===== src/rtl/tlb_walker.sv =====
// Two-level page-table walker feeding the TLB fill port.
// Reads the level-1 directory entry, then the level-2 table entry, checks
// presence and user permission, and either writes {pid, vpn} -> frame into
// the TLB or returns a page-fault code. A pipeline abort cancels the walk
// without any visible response; a read still in flight is drained first.
module tlb_walker (
  input  logic        clk,
  input  logic        rst_n,
  input  logic        clk_en,
  input  logic        req_valid,
  output logic        req_ready,
  input  logic [11:0] req_pid,
  input  logic [31:0] req_vaddr,
  input  logic        req_kmode,
  input  logic [17:0] ptbr,
  input  logic        abort,
  output logic        mem_req,
  output logic [17:0] mem_addr,
  input  logic        mem_ack,
  input  logic [31:0] mem_rdata,
  output logic        tlb_we,
  output logic [31:0] tlb_key,
  output logic [31:0] tlb_data,
  output logic        resp_valid,
  output logic [7:0]  resp_exc
);

  typedef enum logic [2:0] {
    S_IDLE,
    S_L1,
    S_L2,
    S_FILL,
    S_FAULT,
    S_DRAIN
  } state_e;

  localparam logic [7:0] EXC_NP_KERNEL = 8'h85;
  localparam logic [7:0] EXC_NP_USER   = 8'h84;
  localparam logic [7:0] EXC_PROT      = 8'h86;

  state_e      state_q, state_d;
  logic [11:0] pid_q, pid_d;
  logic [19:0] vpn_q, vpn_d;
  logic        kmode_q, kmode_d;
  logic [5:0]  ptbr_frame_q, ptbr_frame_d;
  logic [5:0]  pde_frame_q, pde_frame_d;
  logic [7:0]  exc_q, exc_d;
  logic [31:0] tlb_key_q, tlb_key_d;
  logic [31:0] tlb_data_q, tlb_data_d;

  // Address offsets and unused entry fields are deliberately not consumed.
  logic unused_bits;
  assign unused_bits = ^{req_vaddr[11:0], ptbr[11:0], mem_rdata[31:18], mem_rdata[11:2]};

  // Not-present code depends on the privilege of the missing access.
  logic [7:0] np_code;
  assign np_code = kmode_q ? EXC_NP_KERNEL : EXC_NP_USER;

  // Next-state and datapath latching; nothing moves while clk_en is low.
  always_comb begin
    // NOTE: every _d gets its hold value first so no path through this block can infer a latch.
    state_d      = state_q;
    pid_d        = pid_q;
    vpn_d        = vpn_q;
    kmode_d      = kmode_q;
    ptbr_frame_d = ptbr_frame_q;
    pde_frame_d  = pde_frame_q;
    exc_d        = exc_q;
    tlb_key_d    = tlb_key_q;
    tlb_data_d   = tlb_data_q;

    if (clk_en) begin
      unique case (state_q)
        S_IDLE: begin
          if (req_valid && !abort) begin
            pid_d        = req_pid;
            vpn_d        = req_vaddr[31:12];
            kmode_d      = req_kmode;
            ptbr_frame_d = ptbr[17:12];
            state_d      = S_L1;
          end
        end
        S_L1: begin
          if (abort) begin
            state_d = mem_ack ? S_IDLE : S_DRAIN;
          end else if (mem_ack) begin
            if (!mem_rdata[0]) begin
              exc_d   = np_code;
              state_d = S_FAULT;
            end else begin
              pde_frame_d = mem_rdata[17:12];
              state_d     = S_L2;
            end
          end
        end
        S_L2: begin
          if (abort) begin
            state_d = mem_ack ? S_IDLE : S_DRAIN;
          end else if (mem_ack) begin
            if (!mem_rdata[0]) begin
              exc_d   = np_code;
              state_d = S_FAULT;
            end else if (!kmode_q && !mem_rdata[1]) begin
              exc_d   = EXC_PROT;
              state_d = S_FAULT;
            end else begin
              tlb_key_d  = {pid_q, vpn_q};
              tlb_data_d = {26'b0, mem_rdata[17:12]};
              state_d    = S_FILL;
            end
          end
        end
        S_FILL, S_FAULT: state_d = S_IDLE;
        S_DRAIN: begin
          if (mem_ack) state_d = S_IDLE;
        end
        default: state_d = S_IDLE;
      endcase
    end
  end

  // Outputs decoded from state; pulses are gated by clk_en so a frozen
  // FILL/FAULT cycle cannot repeat its strobe, and by abort to cancel it.
  always_comb begin
    req_ready  = 1'b0;
    mem_req    = 1'b0;
    mem_addr   = '0;
    tlb_we     = 1'b0;
    resp_valid = 1'b0;
    resp_exc   = '0;
    unique case (state_q)
      S_IDLE: req_ready = 1'b1;
      S_L1: begin
        mem_req  = 1'b1;
        mem_addr = {ptbr_frame_q, vpn_q[19:10], 2'b00};
      end
      S_L2: begin
        mem_req  = 1'b1;
        mem_addr = {pde_frame_q, vpn_q[9:0], 2'b00};
      end
      S_FILL: begin
        tlb_we     = clk_en && !abort;
        resp_valid = clk_en && !abort;
      end
      S_FAULT: begin
        resp_valid = clk_en && !abort;
        resp_exc   = exc_q;
      end
      default: ;
    endcase
  end

  assign tlb_key  = tlb_key_q;
  assign tlb_data = tlb_data_q;

  // State and datapath registers with synchronous active-low reset.
  always_ff @(posedge clk) begin
    // NOTE: non-blocking assignments so every flop samples the pre-edge values of its peers.
    if (!rst_n) begin
      state_q      <= S_IDLE;
      pid_q        <= '0;
      vpn_q        <= '0;
      kmode_q      <= 1'b0;
      ptbr_frame_q <= '0;
      pde_frame_q  <= '0;
      exc_q        <= '0;
      tlb_key_q    <= '0;
      tlb_data_q   <= '0;
    end else begin
      state_q      <= state_d;
      pid_q        <= pid_d;
      vpn_q        <= vpn_d;
      kmode_q      <= kmode_d;
      ptbr_frame_q <= ptbr_frame_d;
      pde_frame_q  <= pde_frame_d;
      exc_q        <= exc_d;
      tlb_key_q    <= tlb_key_d;
      tlb_data_q   <= tlb_data_d;
    end
  end

endmodule

===== config.mk =====
export PLATFORM = sky130hd
export DESIGN_NAME = tlb_walker
export DESIGN_NICKNAME = d
export VERILOG_FILES = /design/src/rtl/tlb_walker.sv
export SDC_FILE = /design/constraint.sdc
export NUM_CORES = 1
export LEC_CHECK = 0
export CAP_MARGIN = 20
export CELL_PAD_IN_SITES_DETAIL_PLACEMENT = 2
export CELL_PAD_IN_SITES_GLOBAL_PLACEMENT = 2
export CORE_MARGIN = 2
export CORE_UTILIZATION = 23
export DETAILED_ROUTE_END_ITERATION = 8
export PLACE_DENSITY_LB_ADDON = 0.1
export SLEW_MARGIN = 20
export SYNTH_ARGS = -nofsm -noshare
export SYNTH_HDL_FRONTEND = slang
export SYNTH_SLANG_ARGS = --single-unit
export TNS_END_PERCENT = 20

===== constraint.sdc =====
create_clock -name clk -period 3.8 [get_ports clk]
set_input_delay 0.38 -clock clk [delete_from_list [all_inputs] [get_ports clk]]
set_output_delay 0.38 -clock clk [all_outputs]
set_load 0.1 [all_outputs]

==> results.md <==
- Avg Cell Area, Syn: 8.39 um^2
- Global-route wire length before repair: 19,800 um
- Endpoints failing setup: 0
- Synth cell types: 38
- IO buf count: 114
- TritonCTS clock tree: yes
- Largest net degree at the start of global routing: 69
- # diodes: 0
- Clock sink count: 89
- Place WS: around 1200 ps
- Layout area overhead: 37.0%
- Slew @ Worst Pin: between 1000 and 1500 ps
- Initial core utilization: between 20% and 30%
- Max incr delay on CP: 1160 ps
- Top post-synthesis cells by area: dfxtp_1, nand2_1, a21boi_0, buf_4, a21boi_1
- Worst path bufs/invs: 1
- WP data arrival: 2460 ps
- Register clock-pin slew on the reported worst setup and hold paths: 60 ps
- Power density over the cells: 415 nW/um^2
- FMAX: 353 MHz
- Final Skew: 8.57 ps
- Die Area: between 15,000 and 20,000 um^2
- Routed WL: 12,700 um
- Worst setup margin: ~960 ps
- Vias: around 3,400
- IR drop worst, VDD: 0.210 mV
- Proportion of layout cells with a drive suffix above 1: 8.58%
- Met1 usage: 17.5%
- Grt met2 use: 24.8%
- Hold Worst Slack: 449 ps
- Area leader, netlist: dfxtp_1
- Max FO, Critical Path: 10
- CP Cell Sequence: xor2_1 -> and2_1 -> clkdlybuf4s50_1
- Die height: 135 um
- DRT Pass-1 Iters: 4
- Initial drt markers: 100
- Slowest CP cell: clkdlybuf4s50_1
- Max-Cap Viols: 0
- Gr busiest metal: met2
- Tot Pwr: 2.23 mW
- Reg area: 1780 um^2
- Commonest non-fill, non-tap cells in the layout: nand2_1, clkdlybuf4s50_1, dfxtp_1
- Via-to-Cell Ratio: 4.31
- Leakage: 1.89 nW
- Layout fillers: 1,851
- Worst setup SP type: flop
- Max Slew Vio Count: 0
- Final ANT Viol Nets: 0
- Worst endpoint required time: 3420 ps
- Worst skew pair latency: 340 ps
- Worst Hold Class: reg -> reg
- Post-Synthesis Cells: 469
- TNS Setup: 0 ps
- Final Util: about a third
- RePlAce Congestion: 0.764
- Root buffer cell: clkbuf_16
- Top_reg_cell synth: dfxtp_1
- GRT met3 Usage: 1.76%
- Post-placement cell area: 5070 um^2
- Min cycle time layout: 2840 ps
- DRC violations left: 0
- Num CTS Buffers: 9
- Post-layout instance area: 5390 um^2
- Vias in the first global route: 3,661
- Synth Warn #: 0
- Post-synth ARST share: 0%
- Total gr overflow: 0
- Maximum buffer depth of the clock tree: 2
- DR WL/cell: 16.1 um
- Most common cell after layout, fill and taps aside: nand2_1
- Std-Cell Core Area: 16,600 um^2
- Status: finished clean
- Slew margin rel.: between 30 and 40%
- Placed cells: just under 800
- RSZ-0062 raised after global routing: false
- Area of the multi-input gates: about 1900 um^2
- Row count: 47
- # IOs: 195
- Flip-flop and latch count after synthesis: 89
- Top delay family on crit path: buffers and inverters
- Final number of hold-violating endpoints: 0
- Final Non-Filler Cells: 791
- Post-synth EDFFs: 0
- Post-CTS Setup Inserts: 0
- Depth of the CTS H-tree: 3
- Synth top area share: between 40% and 50%
- Post-DP HPWL: 8530 um
- Die width: 135 um
- Final period utilization: 74.6%
- Worst Setup End Kind: primary output
- Critical path class: reg -> out
- # resized after CTS: 0
- Mapped Area: roughly 4000 um^2
- Sequential share of the synthesized area: 45.3%
- Hold_buf cts: 0
- Layout Nets: 667
- Total track usage: between 10% and 20%
- Initial antenna violation count: 0
[Yosys cell counts, types with 5 or more instances]
library cell	instances
a21boi_1	20
a22o_1	16
dfxtp_1	89
clkbuf_1	16
mux2i_1	7
buf_4	38
a21boi_0	58
buf_2	8
nor2b_1	10
nor2_1	5
nand2_1	160
[cell type report]
type / count / area share (%)
multi-input cells: 343 / 34.6
well taps: 220 / 5.11
clock buffers: 12 / 4.57
repair buffers: 119 / 21.0
flip-flops and latches: 89 / 33.0
clock inverters: 4 / 1.42
inverters: 4 / 0.278
[worst register-to-register path: cells and delay by family, from the launching register on]
kind	cells	cell delay (ps)
AND/OR/NAND/NOR	3	1120
flip-flops	1	550
buffers and inverters	1	290
AO/OA/AOI/OAI	2	270
[logic make-up (layout without fill, tap and decap cells)]
logic type	count (synthesis)	count (layout)	synth area share, %
AOI/OAI and AO/OA	108	108	20.9
xor gates and xnor gates	1	1	0.223
buffers and inverters	68	139	10.7
DFF	89	89	45.3
muxes	7	7	1.78
other	1	32	0.0953
and+or+nand+nor	195	195	21.0
[path summary, 6_finish.rpt]
kind	depth (start not counted)	start	to	slack (ps)
setup / recovery	3	state_q[1]	mem_req	960
hold / removal	2	pid_q[2]	tlb_key[22]	450
setup reg to reg	6	state_q[1]	tlb_key[23]	1440
hold reg to reg	2	pid_q[2]	tlb_key[22]	450
[where the power goes]
group	internal (mW)	total (mW)	switching, mW	leakage [nW]
combinational	0.0798	0.302	0.222	1.02
clock	0.596	0.972	0.375	0.153
sequential	0.948	0.961	0.0129	0.719
[state kept, by name (all words and copies together) (netlist names)]
name          cells
state_q           3
vpn_q            20
tlb_data          6
exc_q             3
kmode_q           1
pid_q            12
pde_frame_q       6
ptbr_frame_q      6
tlb_key          32
[routing by layer]
layer | up-vias | routed length [um]
met2 | 86 | 6110
met4 | 0 | 150
met1 | 1643 | 5980
met5 | - | 0
li1 | 1672 | -
met3 | 9 | 496
Note: power is estimated with default switching activity, not from simulation.
